`config.mk`:
```
export PLATFORM = sky130hd
export DESIGN_NAME = gpio_cmd_regfile
export DESIGN_NICKNAME = d
export VERILOG_FILES = /design/src/rtl/gpio_cmd_pkg.sv /design/src/rtl/cmd_rd_fifo.sv /design/src/rtl/gpio_cmd_regfile.sv
export SDC_FILE = /design/constraint.sdc
export NUM_CORES = 1
export LEC_CHECK = 0
export ABC_AREA = 0
export CORE_MARGIN = 5
export CORE_UTILIZATION = 37
export DETAILED_ROUTE_END_ITERATION = 12
export PLACE_DENSITY_LB_ADDON = 0.3
export RECOVER_POWER = 25
export SYNTH_ARGS = -nofsm -noshare
export SYNTH_HDL_FRONTEND = slang
export SYNTH_SLANG_ARGS = --single-unit
```
`constraint.sdc`:
```
create_clock -name clock -period 4.6 [get_ports clock]
set_input_delay 0.69 -clock clock [delete_from_list [all_inputs] [get_ports clock]]
set_output_delay 0.69 -clock clock [all_outputs]
set_load 0.05 [all_outputs]
```
`src/rtl/gpio_cmd_pkg.sv`:
```
// Shared command codes, state encoding and status-word layout for the GPIO
// command register file.
package gpio_cmd_pkg;

    typedef enum logic [1:0] {
        ST_IDLE       = 2'd0,
        ST_LOADING    = 2'd1,
        ST_CONVOLVING = 2'd2,
        ST_READOUT    = 2'd3
    } state_e;

    localparam int CMD_KERNEL_SEL     = 0;
    localparam int CMD_LOAD_FRAME     = 1;
    localparam int CMD_END_FRAME      = 2;
    localparam int CMD_IS_FRAME_READY = 3;
    localparam int CMD_GET_FRAME      = 4;
    localparam int CMD_GET_STATUS     = 5;
    localparam int CMD_SOFT_RESET     = 6;

    localparam int STAT_STATE_LSB   = 0;
    localparam int STAT_FRAME_READY = 2;
    localparam int STAT_ERR_UNDER   = 3;
    localparam int STAT_ERR_CMD     = 4;
    localparam int STAT_FIFO_LSB    = 8;

endpackage

```
`src/rtl/cmd_rd_fifo.sv`:
```
// Small synchronous FIFO holding prefetched frame words; head word is visible
// combinationally on rd_data, and count reports occupancy.
module cmd_rd_fifo
    import gpio_cmd_pkg::*;
#(
    parameter  int WIDTH = 32,
    parameter  int DEPTH = 8,
    localparam int AW    = $clog2(DEPTH),
    localparam int CW    = AW + 1
) (
    input  logic             clock,
    input  logic             reset,
    input  logic             clear,
    input  logic             push,
    input  logic             pop,
    input  logic [WIDTH-1:0] wr_data,
    output logic [WIDTH-1:0] rd_data,
    output logic [CW-1:0]    count
);

    logic [WIDTH-1:0] mem [DEPTH];
    logic [AW-1:0]    wr_ptr;
    logic [AW-1:0]    rd_ptr;
    logic             do_push;
    logic             do_pop;

    assign do_pop  = pop && (count != '0);
    assign do_push = push && ((count != CW'(DEPTH)) || do_pop);

    // NOTE: sequential state uses non-blocking assignments so every flop samples pre-edge values.
    always_ff @(posedge clock or negedge reset) begin
        if (!reset) begin
            wr_ptr <= '0;
            rd_ptr <= '0;
            count  <= '0;
        end else if (clear) begin
            wr_ptr <= '0;
            rd_ptr <= '0;
            count  <= '0;
        end else begin
            if (do_push) wr_ptr <= wr_ptr + AW'(1);
            if (do_pop)  rd_ptr <= rd_ptr + AW'(1);
            count <= count + CW'(do_push) - CW'(do_pop);
        end
    end

    // NOTE: the storage array is not reset; pointers and count define which entries are valid.
    always_ff @(posedge clock) begin
        if (do_push) mem[wr_ptr] <= wr_data;
    end

    assign rd_data = mem[rd_ptr];

endmodule

```
`src/rtl/gpio_cmd_regfile.sv`:
```
// Command register file between the micro's GPIO and the convolution pipeline:
// toggle-qualified command decode, frame FSM, and credit-limited readout prefetch.
module gpio_cmd_regfile
    import gpio_cmd_pkg::*;
#(
    parameter  int NB_INST     = 32,
    parameter  int NB_CMD      = 7,
    parameter  int NB_DATA     = 24,
    parameter  int N_KERNELS   = 4,
    parameter  int FRAME_WORDS = 1024,
    parameter  int FIFO_DEPTH  = 8,
    localparam int NB_KSEL     = (N_KERNELS > 1) ? $clog2(N_KERNELS) : 1,
    localparam int NB_ADDR     = $clog2(FRAME_WORDS),
    localparam int NB_CNT      = $clog2(FIFO_DEPTH) + 1
) (
    input  logic               clock,
    input  logic               reset,
    input  logic [NB_INST-1:0] i_cmd_from_micro,
    output logic [NB_INST-1:0] o_data_to_micro,
    output logic [NB_KSEL-1:0] o_kernel_sel,
    output logic               o_load,
    output logic [NB_DATA-1:0] o_pixels_from_micro,
    output logic               o_start_conv,
    input  logic               i_frame_ready,
    output logic               o_mem_rd_req,
    output logic [NB_ADDR-1:0] o_mem_rd_addr,
    input  logic               i_mem_rd_valid,
    input  logic [NB_INST-1:0] i_mem_rd_data
);

    logic               cmd_toggle, toggle_q, cmd_new;
    logic [NB_CMD-1:0]  cmd_code;
    logic [NB_DATA-1:0] payload;

    state_e             state_q, state_d;
    logic [NB_KSEL-1:0] ksel_q, ksel_d;
    logic [NB_INST-1:0] data_q, data_d;
    logic               load_q, load_d, start_q, start_d;
    logic               err_under_q, err_under_d, err_cmd_q, err_cmd_d;
    logic [NB_ADDR:0]   req_cnt_q, req_cnt_d, pop_cnt_q, pop_cnt_d;
    logic [NB_CNT-1:0]  outstanding_q, outstanding_d;

    logic [NB_INST-1:0] status;
    logic [NB_INST-1:0] fifo_rd_data;
    logic [NB_CNT-1:0]  fifo_count;
    logic [NB_CNT:0]    credit_used;
    logic               fifo_push, fifo_pop, fifo_clear, mem_req, soft_reset;

    assign cmd_toggle = i_cmd_from_micro[NB_INST-1];
    assign cmd_code   = i_cmd_from_micro[NB_INST-2 -: NB_CMD];
    assign payload    = i_cmd_from_micro[NB_DATA-1:0];
    assign cmd_new    = cmd_toggle ^ toggle_q;

    // Words already stored plus words in flight may never exceed the FIFO depth.
    assign credit_used = {1'b0, fifo_count} + {1'b0, outstanding_q};
    assign mem_req     = (state_q == ST_READOUT)
                      && (req_cnt_q < (NB_ADDR+1)'(FRAME_WORDS))
                      && (credit_used < (NB_CNT+1)'(FIFO_DEPTH));
    assign fifo_push   = (state_q == ST_READOUT) && i_mem_rd_valid && (outstanding_q != '0);

    always_comb begin
        status = '0;
        status[STAT_STATE_LSB +: 2]      = state_q;
        status[STAT_FRAME_READY]         = i_frame_ready;
        status[STAT_ERR_UNDER]           = err_under_q;
        status[STAT_ERR_CMD]             = err_cmd_q;
        status[STAT_FIFO_LSB +: NB_CNT]  = fifo_count;
    end

    always_comb begin
        // NOTE: every signal gets its default first, so no path can infer a latch.
        state_d     = state_q;
        ksel_d      = ksel_q;
        data_d      = data_q;
        load_d      = 1'b0;
        start_d     = 1'b0;
        err_under_d = err_under_q;
        err_cmd_d   = err_cmd_q;
        fifo_pop    = 1'b0;
        soft_reset  = 1'b0;

        if (state_q == ST_CONVOLVING && i_frame_ready) state_d = ST_READOUT;

        if (cmd_new) begin
            case (int'(cmd_code))
                CMD_KERNEL_SEL: begin
                    if (payload < NB_DATA'(N_KERNELS)) ksel_d = payload[NB_KSEL-1:0];
                    else err_cmd_d = 1'b1;
                end
                CMD_LOAD_FRAME: begin
                    if (state_q == ST_IDLE || state_q == ST_LOADING) begin
                        load_d  = 1'b1;
                        state_d = ST_LOADING;
                    end else err_cmd_d = 1'b1;
                end
                CMD_END_FRAME: begin
                    if (state_q == ST_LOADING) begin
                        load_d  = 1'b1;
                        start_d = 1'b1;
                        state_d = ST_CONVOLVING;
                    end else err_cmd_d = 1'b1;
                end
                CMD_IS_FRAME_READY: data_d = NB_INST'(i_frame_ready);
                CMD_GET_FRAME: begin
                    if (state_q != ST_READOUT) begin
                        err_cmd_d = 1'b1;
                    end else if (fifo_count != '0) begin
                        data_d   = fifo_rd_data;
                        fifo_pop = 1'b1;
                        if (pop_cnt_q == (NB_ADDR+1)'(FRAME_WORDS - 1)) state_d = ST_IDLE;
                    end else begin
                        data_d      = '0;
                        err_under_d = 1'b1;
                    end
                end
                CMD_GET_STATUS: begin
                    data_d      = status;
                    err_under_d = 1'b0;
                    err_cmd_d   = 1'b0;
                end
                CMD_SOFT_RESET: soft_reset = 1'b1;
                default:        err_cmd_d  = 1'b1;
            endcase
        end

        if (soft_reset) begin
            state_d     = ST_IDLE;
            ksel_d      = '0;
            data_d      = '0;
            err_under_d = 1'b0;
            err_cmd_d   = 1'b0;
        end

        // Leaving READOUT by any route drops stored words and in-flight credits.
        fifo_clear = (state_d != ST_READOUT);
        if (fifo_clear) begin
            req_cnt_d     = '0;
            pop_cnt_d     = '0;
            outstanding_d = '0;
        end else begin
            req_cnt_d     = req_cnt_q + (NB_ADDR+1)'(mem_req);
            pop_cnt_d     = pop_cnt_q + (NB_ADDR+1)'(fifo_pop);
            outstanding_d = outstanding_q + NB_CNT'(mem_req) - NB_CNT'(fifo_push);
        end
    end

    always_ff @(posedge clock or negedge reset) begin
        if (!reset) begin
            toggle_q      <= 1'b0;
            state_q       <= ST_IDLE;
            ksel_q        <= '0;
            data_q        <= '0;
            load_q        <= 1'b0;
            start_q       <= 1'b0;
            err_under_q   <= 1'b0;
            err_cmd_q     <= 1'b0;
            req_cnt_q     <= '0;
            pop_cnt_q     <= '0;
            outstanding_q <= '0;
        end else begin
            toggle_q      <= cmd_toggle;
            state_q       <= state_d;
            ksel_q        <= ksel_d;
            data_q        <= data_d;
            load_q        <= load_d;
            start_q       <= start_d;
            err_under_q   <= err_under_d;
            err_cmd_q     <= err_cmd_d;
            req_cnt_q     <= req_cnt_d;
            pop_cnt_q     <= pop_cnt_d;
            outstanding_q <= outstanding_d;
        end
    end

    cmd_rd_fifo #(
        .WIDTH (NB_INST),
        .DEPTH (FIFO_DEPTH)
    ) u_rd_fifo (
        .clock   (clock),
        .reset   (reset),
        .clear   (fifo_clear),
        .push    (fifo_push),
        .pop     (fifo_pop),
        .wr_data (i_mem_rd_data),
        .rd_data (fifo_rd_data),
        .count   (fifo_count)
    );

    assign o_data_to_micro     = data_q;
    assign o_kernel_sel        = ksel_q;
    assign o_load              = load_q;
    assign o_start_conv        = start_q;
    assign o_pixels_from_micro = payload;
    assign o_mem_rd_req        = mem_req;
    assign o_mem_rd_addr       = req_cnt_q[NB_ADDR-1:0];

endmodule

```
# --- Word level (Yosys, flattened, before mapping) ---
# Memories as Yosys holds them, arrays and structs flattened.
# Cells that the tools add are included.
word_totals:
  ff_bits: 77
  latchBits: 0
  ramBits: 256
  mem_bits_ro: 0
  inputBits: 68
  output_inout_bits: 71
  word_cells: 125
  memories: 1
mem_list:
  columns: ["name", "words", "word_bits", "rd", "rd_ports_with_merged_regs", "wr", "line_no", "source"]
  rows:
  - ["u_rd_fifo.mem", 8, 32, 1, 0, 1, "cmd_rd_fifo.sv:21", "logic [WIDTH-1:0] mem [DEPTH];"]
classes:
  n_addsub: 9
  n_mul: 0
  div: 0
  magnitude_cmp: 3
  eq_ne: 20
  shifts: 0
  n_mux: 52
  bitwise: 1
  reduce_logical: 25
ops:
  columns: ["cell", "count"]
  rows:
  - ["$mux 32", 4]
  - ["$pmux 32 s3", 1]
  - ["$lt 24x3->1 const B", 1]
  - ["$mux 2", 12]
  - ["$mux 1", 23]
  - ["$add 11x1->11", 2]
  - ["$mux 11", 2]
  - ["$eq 7x3->1 const B", 3]
  - ["$ne 3x3->1 const B", 6]
  - ["$eq 7x2->1 const B", 2]
  - ["$mux 3", 4]
  - ["$reduce_bool 4->1", 3]
  - ["$eq 11x10->1 const B", 1]
  - ["$lt 11x11->1 const B", 1]
  - ["$reduce_bool 2->1", 5]
  - ["$add 4x1->4", 2]
  - ["$mux 4", 2]
  - ["$sub 4x1->4", 2]
  - ["$eq 7x1->1 const B", 1]
  - ["$logic_and 1x1->1", 7]
  - ["$logic_not 7->1", 1]
  - ["$add 3x1->3 const B", 2]
  - ["$pmux 1 s6", 1]
  - ["$pmux 2 s3", 1]
  - ["16 further kinds", 21]

# --- Longest topological paths before layout ---
logic_depth:
  depth_word: 11
  ltp_mapped: 13

# --- Cells and area by module ---
# From an unflattened synthesis, not the netlist that was laid out.
unflattened:
  cells_unflattened: 853
  area_unflattened_um2: 14296.2
modules_own_cells:
  columns: ["module", "n_inst", "cells_each", "area_each_um2", "seq_area_each_um2"]
  rows:
  - ["cmd_rd_fifo", 1, 462, 10523.8, 7937.6]
  - ["gpio_cmd_regfile", 1, 391, 3772.4, 1676.6]

# --- Worst setup path before layout ---
# OpenSTA, ideal clock, no wires.
synth_path:
  path_kind: "input -> register"
  from: "input i_cmd_from_micro[29]"
  to: "memory u_rd_fifo.mem[2][0], enable pin"
  t_arrival_ns: 4.397
  required_ns: 4.132
  path_slack_ns: -0.265
  stages: 5
  path_buffers: 0
  path_cell_list: "nor4_4 -> nand3_2 -> o311a_1 -> or3_4 -> nor3b_1"
synth_via:
  elab_chain_cells: 8
synth_lines:
  columns: ["element", "line_no", "source"]
  rows:
  - ["from (decl)", "gpio_cmd_regfile.sv:18", "input logic [NB_INST-1:0] i_cmd_from_micro,"]
  - ["$eq 7x3->1", "gpio_cmd_regfile.sv:85", "case (int'(cmd_code))"]
  - ["$mux 1", "gpio_cmd_regfile.sv:85", null]
  - ["$mux 1", "gpio_cmd_regfile.sv:84", "if (cmd_new) begin"]
  - ["$logic_and 1x1->1", "cmd_rd_fifo.sv:27", "assign do_pop = pop && (count != '0);"]
  - ["$logic_or 1x1->1", "cmd_rd_fifo.sv:28", "assign do_push = push && ((count != CW'(DEPTH)) || do_pop);"]
  - ["$logic_and 1x1->1", "cmd_rd_fifo.sv:28", null]
  - ["$mux 1", "cmd_rd_fifo.sv:49", "if (do_push) mem[wr_ptr] <= wr_data;"]
  - ["$mux 1 (implied by the code)", "cmd_rd_fifo.sv:49", null]
  - ["to (decl)", "cmd_rd_fifo.sv:21", null]
# Every way passes these cells.

# --- Worst setup path after layout ---
layout_path:
  from: "register u_rd_fifo.count[3]"
  to: "output o_mem_rd_req"
layout_via:
  elab_chain_cells: 3
layout_lines:
  columns: ["element", "line_no", "source"]
  rows:
  - ["from (decl)", "cmd_rd_fifo.sv:18", "output logic [CW-1:0] count"]
  - ["from (signal assigned)", "cmd_rd_fifo.sv:43", "count <= count + CW'(do_push) - CW'(do_pop);"]
  - ["$add 4x4->5", "gpio_cmd_regfile.sv:55", "assign credit_used = {1'b0, fifo_count} + {1'b0, outstanding_q};"]
  - ["$lt 5x4->1", "gpio_cmd_regfile.sv:58", "&& (credit_used < (NB_CNT+1)'(FIFO_DEPTH));"]
  - ["$logic_and 1x1->1", "gpio_cmd_regfile.sv:58", null]
  - ["to (decl)", "gpio_cmd_regfile.sv:25", "output logic o_mem_rd_req,"]
# Every way passes these cells.

==> summary.txt <==
Outcome
  • Run status: finished, final reports clean

STA
  • Rel. slew slack: 33.1%
  • Final Skew: 17.3 ps
  • Final setup violation count: 0
  • Worst slew pin tran: 1000 ps
  • Tcrit/Tclk final: 78.2%
  • Max Slew Vio Count: 0
  • Fmax: 278 MHz
  • Hold WS: 236 ps
  • Unrepaired setup endpoints after global routing: false
  • Final Critical Period: 3600 ps
  • Final hold viol count: 0

Clock tree
  • H-tree depth: 2
  • Clk buf depth: 3
  • Clock Latency Late Sink: 530 ps
  • Clock transition at path regs: 60 ps
  • Hold-fix buffers, CTS: 0
  • TritonCTS clock tree: yes
  • Root Buffer: clkbuf_16
  • CTS buffer count: 34
  • Clock sink total: 333
  • Post-CTS Setup Repair Bufs: 0
  • Cells resized by post-CTS repair: 0

GRT
  • GRT Residual Overflow: 0
  • Vias in the first global route: 7619
  • First-pass GRT wire length: 45600 um
  • Total track usage: 14.2%
  • Maximum number of pins on one net before global-route repair: 52
  • Antenna violations before repair: 0

Drt
  • Vias per std cell: 5.14
  • Post-route ant nets: 0
  • Residual DRC: 0
  • Detailed Route Iter0 Violations: 647
  • Final WL: 29400 um
  • Wire per inst: 20.7 um
  • Drt first pass iters: 5
  • Routed via count: 7321

Flow run
  • Max-cap violations: 0

Logic synthesis
  • Synth unique cells: 52
  • XOR/XNOR Fraction of Synth Area: 1.79%
  • Post-Synth Simple-Gate Area: 6.19%
  • Ys async rst share: 23.1%
  • Synthesized area per cell: 17.0 um2
  • Mux cell area share after synthesis: 13.2%
  • Compound-Gate Fraction of Synth Area: 3.21%
  • Sequential-to-total area share from yosys stat: 70.1%
  • Post-synthesis register bit count: 333
  • Prevailing post-synth register cell: edfxtp_1
  • Number of synthesized flops with an enable pin: 256
  • YS warnings: 0
  • Net count of the mapped netlist: 896
  • Largest family of logic cells by synthesized area: multiplexers
  • Area share of fa/ha/maj cells after synthesis: 2.12%
  • Synthesized instance count: 806
  • Syn Std Cell Area: 13700 um2

Critical path
  • Critical path data arrival time: 2910 ps
  • CP Capture Type: output pin
  • Max FO, Critical Path: 4
  • Reg2reg path depth: 8
  • WP data required: 3910 ps
  • Reg2Reg Setup Slack: 1550 ps
  • Setup CP Type: register to output pin
  • Startpoint types: register

Placement
  • HPWL Detailed: 18600 um
  • Placed Area: 15500 um2
  • Port Buffer Count: 138
  • GP Congestion: 0.821

Cells and area
  • Post-layout util: 45.4%
  • Most common cell after layout, fill and taps aside: edfxtp_1
  • Proportion of layout cells with a drive suffix above 1: 16.3%
  • Post-Layout Inst Area: 16600 um2
  • Nets: 1020
  • Area grow syn2layout: 21.1%
  • Antenna cells: 0
  • Most frequent cells in the layout: edfxtp_1, clkdlybuf4s50_1, dfrtp_1

Power and ir drop
  • VDD IR max: 0.211 mV
  • Lkg Pwr: 0.00556 uW
  • Power per cell area: 371 nW/um2

Floorplan
  • Die X: 203 um
  • Top Ports: 139
  • Die area: 41000 um2
  • Die H: 203 um
  • Core footprint: 36600 um2
  • Number of placement rows: 70
  • Initial Util: 37.5%

Hold path
  • Min-delay worst type: input port to async pin
## power by group
part	switching [uW]	total [uW]	internal, uW
Sequential	1.77	3250	3240
Clock	1160	2720	1550
Combinational	126	203	77.6
Total	1290	6170	4880
## state kept, by name, summed over array words and instances, names as in the netlist
name              cells
u_rd_fifo.mem       256
o_data_to_micro      32
pop_cnt_q            11
req_cnt_q            11
outstanding_q         4
u_rd_fifo.count       4
u_rd_fifo.rd_ptr      3
u_rd_fifo.wr_ptr      3
o_kernel_sel          2
state_q               2
err_cmd_q             1
err_under_q           1
o_load                1
o_start_conv          1
toggle_q              1
## area by class of cell
class	count	area, um2
clock buffers	44	918
inverters	15	56.3
repair buffers	157	1530
clock inverters	18	191
fillers	3203	20000
flip-flops and latches	333	9620
multi-input cells	389	3710
well taps	468	586
## critical path, cell delays in order, from the launching register on
cell	delay [ps]
dfrtp_1	440
ha_1	300
nor4_1	310
nand2_1	90
a21oi_1	350
clkdlybuf4s50_1	890
## routing by layer
layer / routed length (um) / GRT usage (%) / vias to the layer above
met4: 446 / 3.10 / 0
met2: 14400 / 23.9 / 211
met5: 0 / 0 / -
met3: 1440 / 2.56 / 38
li1: - / - / 3328
met1: 13100 / 19.5 / 3744
## cells by family (layout without fill, tap and decap cells)
logic type	after synthesis	in the layout
AOI/OAI and AO/OA	74	74
xor gates and xnor gates	28	28
adders and majority gates	22	22
buffers and inverters	84	234
DFF	333	333
muxes	101	101
and+or+nand+nor	164	164
## through the flow
stage	TNS (ps)	cells	worst slack, ps	power [uW]
after floorplan	-16000	806	-245	3390
after CTS	0	1424	999	6250
after detailed placement	0	1362	629	3520
final	0	1424	1000	6170
after global routing	0	1424	864	6380
after global placement	0	1362	672	3520
## Yosys cell counts, types with 3 or more instances
cell type    n  area share, %
nor3b_1      5           0.27
and2_1       4           0.18
or3_1        4           0.18
buf_2       12           0.44
and3_1      15           0.68
nor4_1       9           0.41
nand2b_1     3           0.14
edfxtp_1   256             56
mux4_2      64             11
buf_1        6           0.16
nand4_1      5           0.23
inv_1       15           0.41
a31oi_1      5           0.23
a21o_1       4           0.22
ha_1        20            1.8
mux2i_1     36            2.6
xnor2_1     12           0.77
dfrtp_1     77             14
a21oi_1     18           0.66
clkbuf_2     3           0.11
nand2_1     41            1.1
clkbuf_1    13           0.36
buf_4       35            1.9
nor2_1      45            1.2
xor2_1      16            1.0
o21ai_0     34            1.2
nand3_1     16           0.58
## path summary, 6_finish.rpt
kind | startpoint | to
worst max-delay path | u_rd_fifo.count[3] | o_mem_rd_req
worst max register to register | u_rd_fifo.count[2] | u_rd_fifo.mem[3][13]
max in group asynchronous | reset | u_rd_fifo.rd_ptr[2]
worst min-delay path | reset | req_cnt_q[5]
min in group clock | o_data_to_micro[18] | o_data_to_micro[18]
worst min register to register | o_data_to_micro[18] | o_data_to_micro[18]
Note: power is estimated with default switching activity, not from simulation.
